`config.mk`:
```
export PLATFORM = sky130hd
export DESIGN_NAME = rvfpm_issue_ctrl
export DESIGN_NICKNAME = d
export VERILOG_FILES = /design/src/rtl/rvfpm_issue_ctrl.sv
export SDC_FILE = /design/constraint.sdc
export NUM_CORES = 1
export LEC_CHECK = 0
export ABC_AREA = 1
export CAP_MARGIN = 0
export CORE_MARGIN = 10
export CORE_UTILIZATION = 35
export CTS_BUF_LIST = sky130_fd_sc_hd__clkbuf_2 sky130_fd_sc_hd__clkbuf_4 sky130_fd_sc_hd__clkbuf_8
export CTS_CLUSTER_DIAMETER = 40
export DETAILED_ROUTE_END_ITERATION = 12
export GPL_ROUTABILITY_DRIVEN = 0
export GPL_TIMING_DRIVEN = 0
export PLACE_DENSITY = 0.64
export SLEW_MARGIN = 20
export SYNTH_ARGS = -nofsm -noshare
export SYNTH_HDL_FRONTEND = slang
export SYNTH_SLANG_ARGS = --single-unit
```
`constraint.sdc`:
```
create_clock -name ck -period 2.2 [get_ports ck]
set_input_delay 0.55 -clock ck [delete_from_list [all_inputs] [get_ports ck]]
set_output_delay 0.55 -clock ck [all_outputs]
set_load 0.02 [all_outputs]
```
`src/rtl/rvfpm_issue_ctrl.sv`:
```
// In-order issue/commit scheduler between the CORE-V-XIF offload port and the rvfpm FPU.
// Offloaded instructions wait in a circular queue for commit/kill, then go to the FPU one at a time.
module rvfpm_issue_ctrl #(
    parameter int X_ID_WIDTH  = 4,
    parameter int QUEUE_DEPTH = 4
) (
    input  logic                          ck,
    input  logic                          rst,
    input  logic                          issue_valid,
    output logic                          issue_ready,
    input  logic [31:0]                   issue_instr,
    input  logic [X_ID_WIDTH-1:0]         issue_id,
    input  logic                          commit_valid,
    input  logic [X_ID_WIDTH-1:0]         commit_id,
    input  logic                          commit_kill,
    input  logic                          fpu_ready,
    output logic                          fpu_enable,
    output logic [31:0]                   fpu_instr,
    output logic [X_ID_WIDTH-1:0]         fpu_id,
    input  logic                          fpu_done,
    input  logic [X_ID_WIDTH-1:0]         fpu_done_id,
    output logic                          result_valid,
    output logic [X_ID_WIDTH-1:0]         result_id,
    input  logic                          result_ready,
    output logic [$clog2(QUEUE_DEPTH):0]  queue_count,
    output logic                          err_protocol
);
    localparam int PW = $clog2(QUEUE_DEPTH);
    localparam int CW = PW + 1;

    if (QUEUE_DEPTH < 2 || (QUEUE_DEPTH & (QUEUE_DEPTH - 1)) != 0) begin : g_bad_depth
        $error("rvfpm_issue_ctrl: QUEUE_DEPTH must be a power of two and at least 2");
    end

    typedef enum logic [1:0] {IDLE, BUSY, RESP} state_t;

    typedef struct packed {
        logic [31:0]           instr;
        logic [X_ID_WIDTH-1:0] id;
        logic                  committed;
        logic                  killed;
    } entry_t;

    entry_t                 ent [QUEUE_DEPTH];
    logic [QUEUE_DEPTH-1:0] ent_vld;
    logic [PW-1:0]          rd_ptr;
    logic [PW-1:0]          wr_ptr;
    state_t                 state;
    logic [X_ID_WIDTH-1:0]  inflight_id;

    entry_t head;
    logic   head_vld;
    logic   push;
    logic   pop_kill;
    logic   dispatch;
    logic   pop;
    logic   dup_hit;
    logic   commit_new;

    assign head     = ent[rd_ptr];
    assign head_vld = ent_vld[rd_ptr];

    // Ready looks only at the registered count, so a same-cycle pop never frees a slot early.
    assign issue_ready = (queue_count < CW'(QUEUE_DEPTH));
    assign push        = issue_valid && issue_ready;

    assign pop_kill = (state == IDLE) && head_vld && head.committed && head.killed;
    assign dispatch = (state == IDLE) && head_vld && head.committed && !head.killed && fpu_ready;
    assign pop      = pop_kill || dispatch;

    // A commit for the id being issued this cycle lands on the incoming entry.
    assign commit_new = commit_valid && (commit_id == issue_id);

    always_comb begin
        dup_hit = (state == BUSY) && (inflight_id == issue_id);
        for (int i = 0; i < QUEUE_DEPTH; i++) begin
            if (ent_vld[i] && ent[i].id == issue_id) dup_hit = 1'b1;
        end
    end

    always_ff @(posedge ck) begin
        if (rst) begin
            for (int i = 0; i < QUEUE_DEPTH; i++) ent[i] <= '0;
            ent_vld      <= '0;
            rd_ptr       <= '0;
            wr_ptr       <= '0;
            queue_count  <= '0;
            state        <= IDLE;
            inflight_id  <= '0;
            fpu_enable   <= 1'b0;
            fpu_instr    <= '0;
            fpu_id       <= '0;
            result_valid <= 1'b0;
            result_id    <= '0;
            err_protocol <= 1'b0;
        end else begin
            fpu_enable <= 1'b0;

            for (int i = 0; i < QUEUE_DEPTH; i++) begin
                if (commit_valid && ent_vld[i] && ent[i].id == commit_id) begin
                    ent[i].committed <= 1'b1;
                    ent[i].killed    <= commit_kill;
                end
            end

            if (pop) begin
                ent_vld[rd_ptr] <= 1'b0;
                rd_ptr          <= rd_ptr + 1'b1;
            end

            if (push) begin
                ent[wr_ptr]     <= '{issue_instr, issue_id, commit_new, commit_new && commit_kill};
                ent_vld[wr_ptr] <= 1'b1;
                wr_ptr          <= wr_ptr + 1'b1;
                if (dup_hit) err_protocol <= 1'b1;
            end

            queue_count <= queue_count + CW'(push) - CW'(pop);

            if (fpu_done && state != BUSY) err_protocol <= 1'b1;

            case (state)
                IDLE: begin
                    if (dispatch) begin
                        fpu_enable  <= 1'b1;
                        fpu_instr   <= head.instr;
                        fpu_id      <= head.id;
                        inflight_id <= head.id;
                        state       <= BUSY;
                    end
                end
                BUSY: begin
                    if (fpu_done) begin
                        result_valid <= 1'b1;
                        result_id    <= fpu_done_id;
                        state        <= RESP;
                        if (fpu_done_id != inflight_id) err_protocol <= 1'b1;
                    end
                end
                RESP: begin
                    if (result_ready) begin
                        result_valid <= 1'b0;
                        state        <= IDLE;
                    end
                end
                default: state <= IDLE;
            endcase
        end
    end

endmodule

```
==> flow_summary_export.csv, run 1 <==
group,metric,value,unit
clock_tree,cts_made_buffers,37,
final_layout,ff_latch_area,5738,µm²
final_layout,drive_above_1_share,12.14,%
placed_design,place_inst,1478,
drt,avgViaCountPerCell,4.975,
critical_path,path_cells,"buf_6 -> nand2_1 -> nand3_2 -> nand2_2 -> nand2_2 -> nand2_4 -> inv_4 -> ha_1 -> inv_1 -> ha_2 -> inv_2 -> fa_2 -> xor2_2 -> o21ai_1 -> a21oi_1",
clock_tree,cts_tree,"done",
timing,fin_ws,-1.914,ps
grt,grt_util_all_layers,15.83,%
clock_tree,cts_buffer_depth,3,
die,rows,60,
die,start_util,35.36,%
power_and_ir_drop,ir_worst_vdd,0.0003796,V
die,die_area,34060,µm²
grt,grt_max_degree,27,
critical_path,critPathMaxStageDelay,340,ps
grt,antenna_found_initial,0,
placed_design,dpl.hpwl,18980,µm
logic_synthesis,synth_seq_cells,210,
logic_synthesis,ys_types,31,
timing,fin_skew,17.13,ps
die,die_w,184.5,µm
critical_path,required,2620,ps
logic_synthesis,syn_nets,1100,
logic_synthesis,ys_async_sr_fraction,0,%
final_layout,instances_no_fill,1560,
clock_tree,path_clk_slew,60,ps
placed_design,numPortBuffers,96,
timing,hold_viol,0,
final_layout,multi_input_area,3252,µm²
grt,overflow,0,
die,die_h,184.5,µm
placed_design,dp_slack,-1268,ps
run_status,violations,"setup timing",
critical_path,crit_family,"adder cells",
drt,drc,0,
grt,grt_pass1_wl,42250,µm
run_status,status,"complete, but fails checks",
critical_path,critPathKind,"reg2reg",
final_layout,antenna_cells,0,
logic_synthesis,ys_seq_area_share,60.42,%
drt,drtIter0Drc,629,
timing,min_period,2202,ps
critical_path,arrival,2620,ps
logic_synthesis,avgSynthCellArea,9.138,µm²
drt,ant_nets,0,
drt,num_vias,7761,
critical_path,endpoint_kind,"flip-flop",
logic_synthesis,syn-cell-area,9477,µm²
final_layout,nNetsFinal,1253,
logic_synthesis,synth_edf_count,152,
critical_path,critPathBufInv,4,
power_and_ir_drop,leakagePower,0.004824,µW
critical_path,worst_setup_path_start_kind,"flip-flop",
flow_run,drv_cap,0,
timing,worst_slew_pin_slew,632.8,ps
die,core-area,26800,µm²
critical_path,path_max_fanout,5,
power_and_ir_drop,power.density,872.2,nW/µm²
grt,grt_pass1_vias,7909,
logic_synthesis,synthFlopType,"edfxtp_1",
timing,finalCritPeriodShare,100.1,%
timing,slew_violations,0,
worst_hold_path,hp-start,"fpu_instr[7]",
clock_tree,htree_levels,2,
logic_synthesis,yosysWarnings,0,
timing,setup_viol,1,
timing,rsz0062_at_grt,"yes",
critical_path,crit_slowest_cell,"fa_2",
logic_synthesis,syn_inst,1037,
final_layout,area_delta_synth_final,26.72,%
drt,wl_per_cell,17.51,µm
drt,wirelength,27310,µm
die,num_io_pins,99,
final_layout,n_fill_cell,2558,
timing,maxSlewHeadroom,57.81,%
critical_path,cpMostUsedCell,"nand2_2",
clock_tree,cts-root-buf,"clkbuf_8",
worst_hold_path,hp-class,"reg2reg",
drt,first_pass_iters,5,
clock_tree,clock_latency,540,ps
clock_tree,cts_num_sinks,210,
timing,fmax,0.4542,GHz
==> power breakdown <==
part / switching, µW / internal, µW / leakage (µW)
clock network: 1620 / 2060 / 0.000400
registers: 162 / 4610 / 0.00205
logic: 1290 / 729 / 0.00237
total: 3080 / 7400 / 0.00482
==> layer usage <==
| layer | vias up | part of all wire (%) | routed length (µm) | global-route usage (%) |
|---|---|---|---|---|
| li1 | 3798 | - | - | - |
| met4 | 0 | 3.9 | 1057 | 7.833 |
| met2 | 318 | 48 | 13110 | 26.55 |
| met5 | - | 0 | 0 | 0 |
| met1 | 3568 | 40 | 11030 | 18.72 |
| met3 | 77 | 7.7 | 2109 | 3.524 |
==> through the flow <==
step                hold WS [ps]  power (µW)  TNS [ps]  utilization (%)  instance area [µm²]
floorplan                  465.6        5962    -15520                -                 9484
global placement           448.9        6677   -316260            40.56                10870
detailed placement         450.8        6727   -190630            40.89                10960
CTS                        460.6       10480     -1287            44.36                11890
global route               483.0       10960    -124.1            44.81                12010
finish                     457.9       10470    -1.914            44.81                12010
==> worst paths after layout <==
check                   endpoint  slack [ps]  cells past startpoint
setup reg to reg  queue_count[2]          -2                     15
hold / removal      fpu_instr[7]         460                      2
hold reg to reg     fpu_instr[7]         460                      2
setup / recovery  queue_count[2]          -2                     15
==> tightest hold or removal path: stages, from the launching register on <==
cell     delay [ps]
dfxtp_1         300
nand2_1          60
a21oi_1          50
==> flip-flops by register name, indices dropped and copies added (netlist names), named ones only <==
| signal | flops |
|---|---|
| result_id | 4 |
| wr_ptr | 2 |
| result_valid | 1 |
| ent_vld | 4 |
| fpu_instr | 32 |
| fpu_enable | 1 |
| err_protocol | 1 |
| rd_ptr | 2 |
| queue_count | 3 |
| inflight_id | 4 |
| state | 2 |
| ent | 152 |
==> cell usage after synthesis, types with 3 or more instances <==
master    count  area [µm²]
edfxtp_1    152        4564
buf_6         3       33.78
nor2_1      246       923.4
o22ai_1      36       225.2
nand3_1      72       360.4
a21oi_1      62       310.3
nor3_1        3       15.01
buf_2        10       50.05
nand4_1       7       43.79
o21ai_0      85       425.4
xnor2_1       4       35.03
dfxtp_1      58        1161
nand2_1     142       533.0
ha_1         10       125.1
clkbuf_1     35       131.4
buf_4         8       60.06
inv_2         3       11.26
inv_1        80       300.3
xor2_1        6       52.55
buf_1         4       15.01
==> layout make-up <==
| type | instances | share of cell area (%) |
|---|---|---|
| inverter | 84 | 2.709 |
| tap | 341 | 3.553 |
| timing repair buffer | 114 | 9.690 |
| buffer | 60 | 2.844 |
| clock buffer | 53 | 5.449 |
| multi-input combinational | 683 | 27.08 |
| clock inverter | 15 | 0.8960 |
| sequential | 210 | 47.78 |
==> what timing repair did <==
| item | 4_1_cts | 5_1_grt |
|---|---|---|
| endpoints found under the setup margin | 130 | 171 |
| hold endpoints to repair | 0 | 0 |
| setup buffers | 8 | 5 |
| gates cloned | 0 | 1 |
| pin swaps | 4 | 9 |
| resized for setup | 39 | 25 |
| hold buffers | 0 | 0 |
==> cell families (layout without fill, tap and decap cells) <==
| family | Yosys count | in the layout | share of synthesized area (%) |
|---|---|---|---|
| xor gates and xnor gates | 10 | 10 | 0.9242 |
| adders and majority gates | 11 | 11 | 1.532 |
| DFF | 210 | 210 | 60.42 |
| AOI/OAI and AO/OA | 187 | 187 | 10.55 |
| and+or+nand+nor | 475 | 475 | 20.19 |
| buffers and inverters | 144 | 326 | 6.390 |
==> cells in the final DEF (no fill, tap or decap), types with 8 or more instances in the layout <==
cell / synthesis / routed
nand3_1: 72 / 67
inv_1: 80 / 74
dfxtp_1: 58 / 50
nor2_1: 246 / 246
o22ai_1: 36 / 36
nand2_1: 142 / 133
clkbuf_1: 35 / 30
o21ai_0: 85 / 84
buf_2: 10 / 8
edfxtp_1: 152 / 152
buf_4: 8 / 20
clkbuf_8: 0 / 43
clkdlybuf4s50_1: 0 / 93
ha_1: 10 / 9
clkbuf_4: 0 / 12
a21oi_1: 62 / 61
Note: power is estimated with default switching activity, not from simulation.
==> run 2: changes to the inputs <==
--- a/config.mk
+++ b/config.mk
@@ -15,7 +15,6 @@
 export GPL_ROUTABILITY_DRIVEN = 0
 export GPL_TIMING_DRIVEN = 0
 export PLACE_DENSITY = 0.64
-export SLEW_MARGIN = 20
 export SYNTH_ARGS = -nofsm -noshare
 export SYNTH_HDL_FRONTEND = slang
 export SYNTH_SLANG_ARGS = --single-unit
==> results of run 2 <==
Final layout, timing and power as in run 1 (identical DEF).
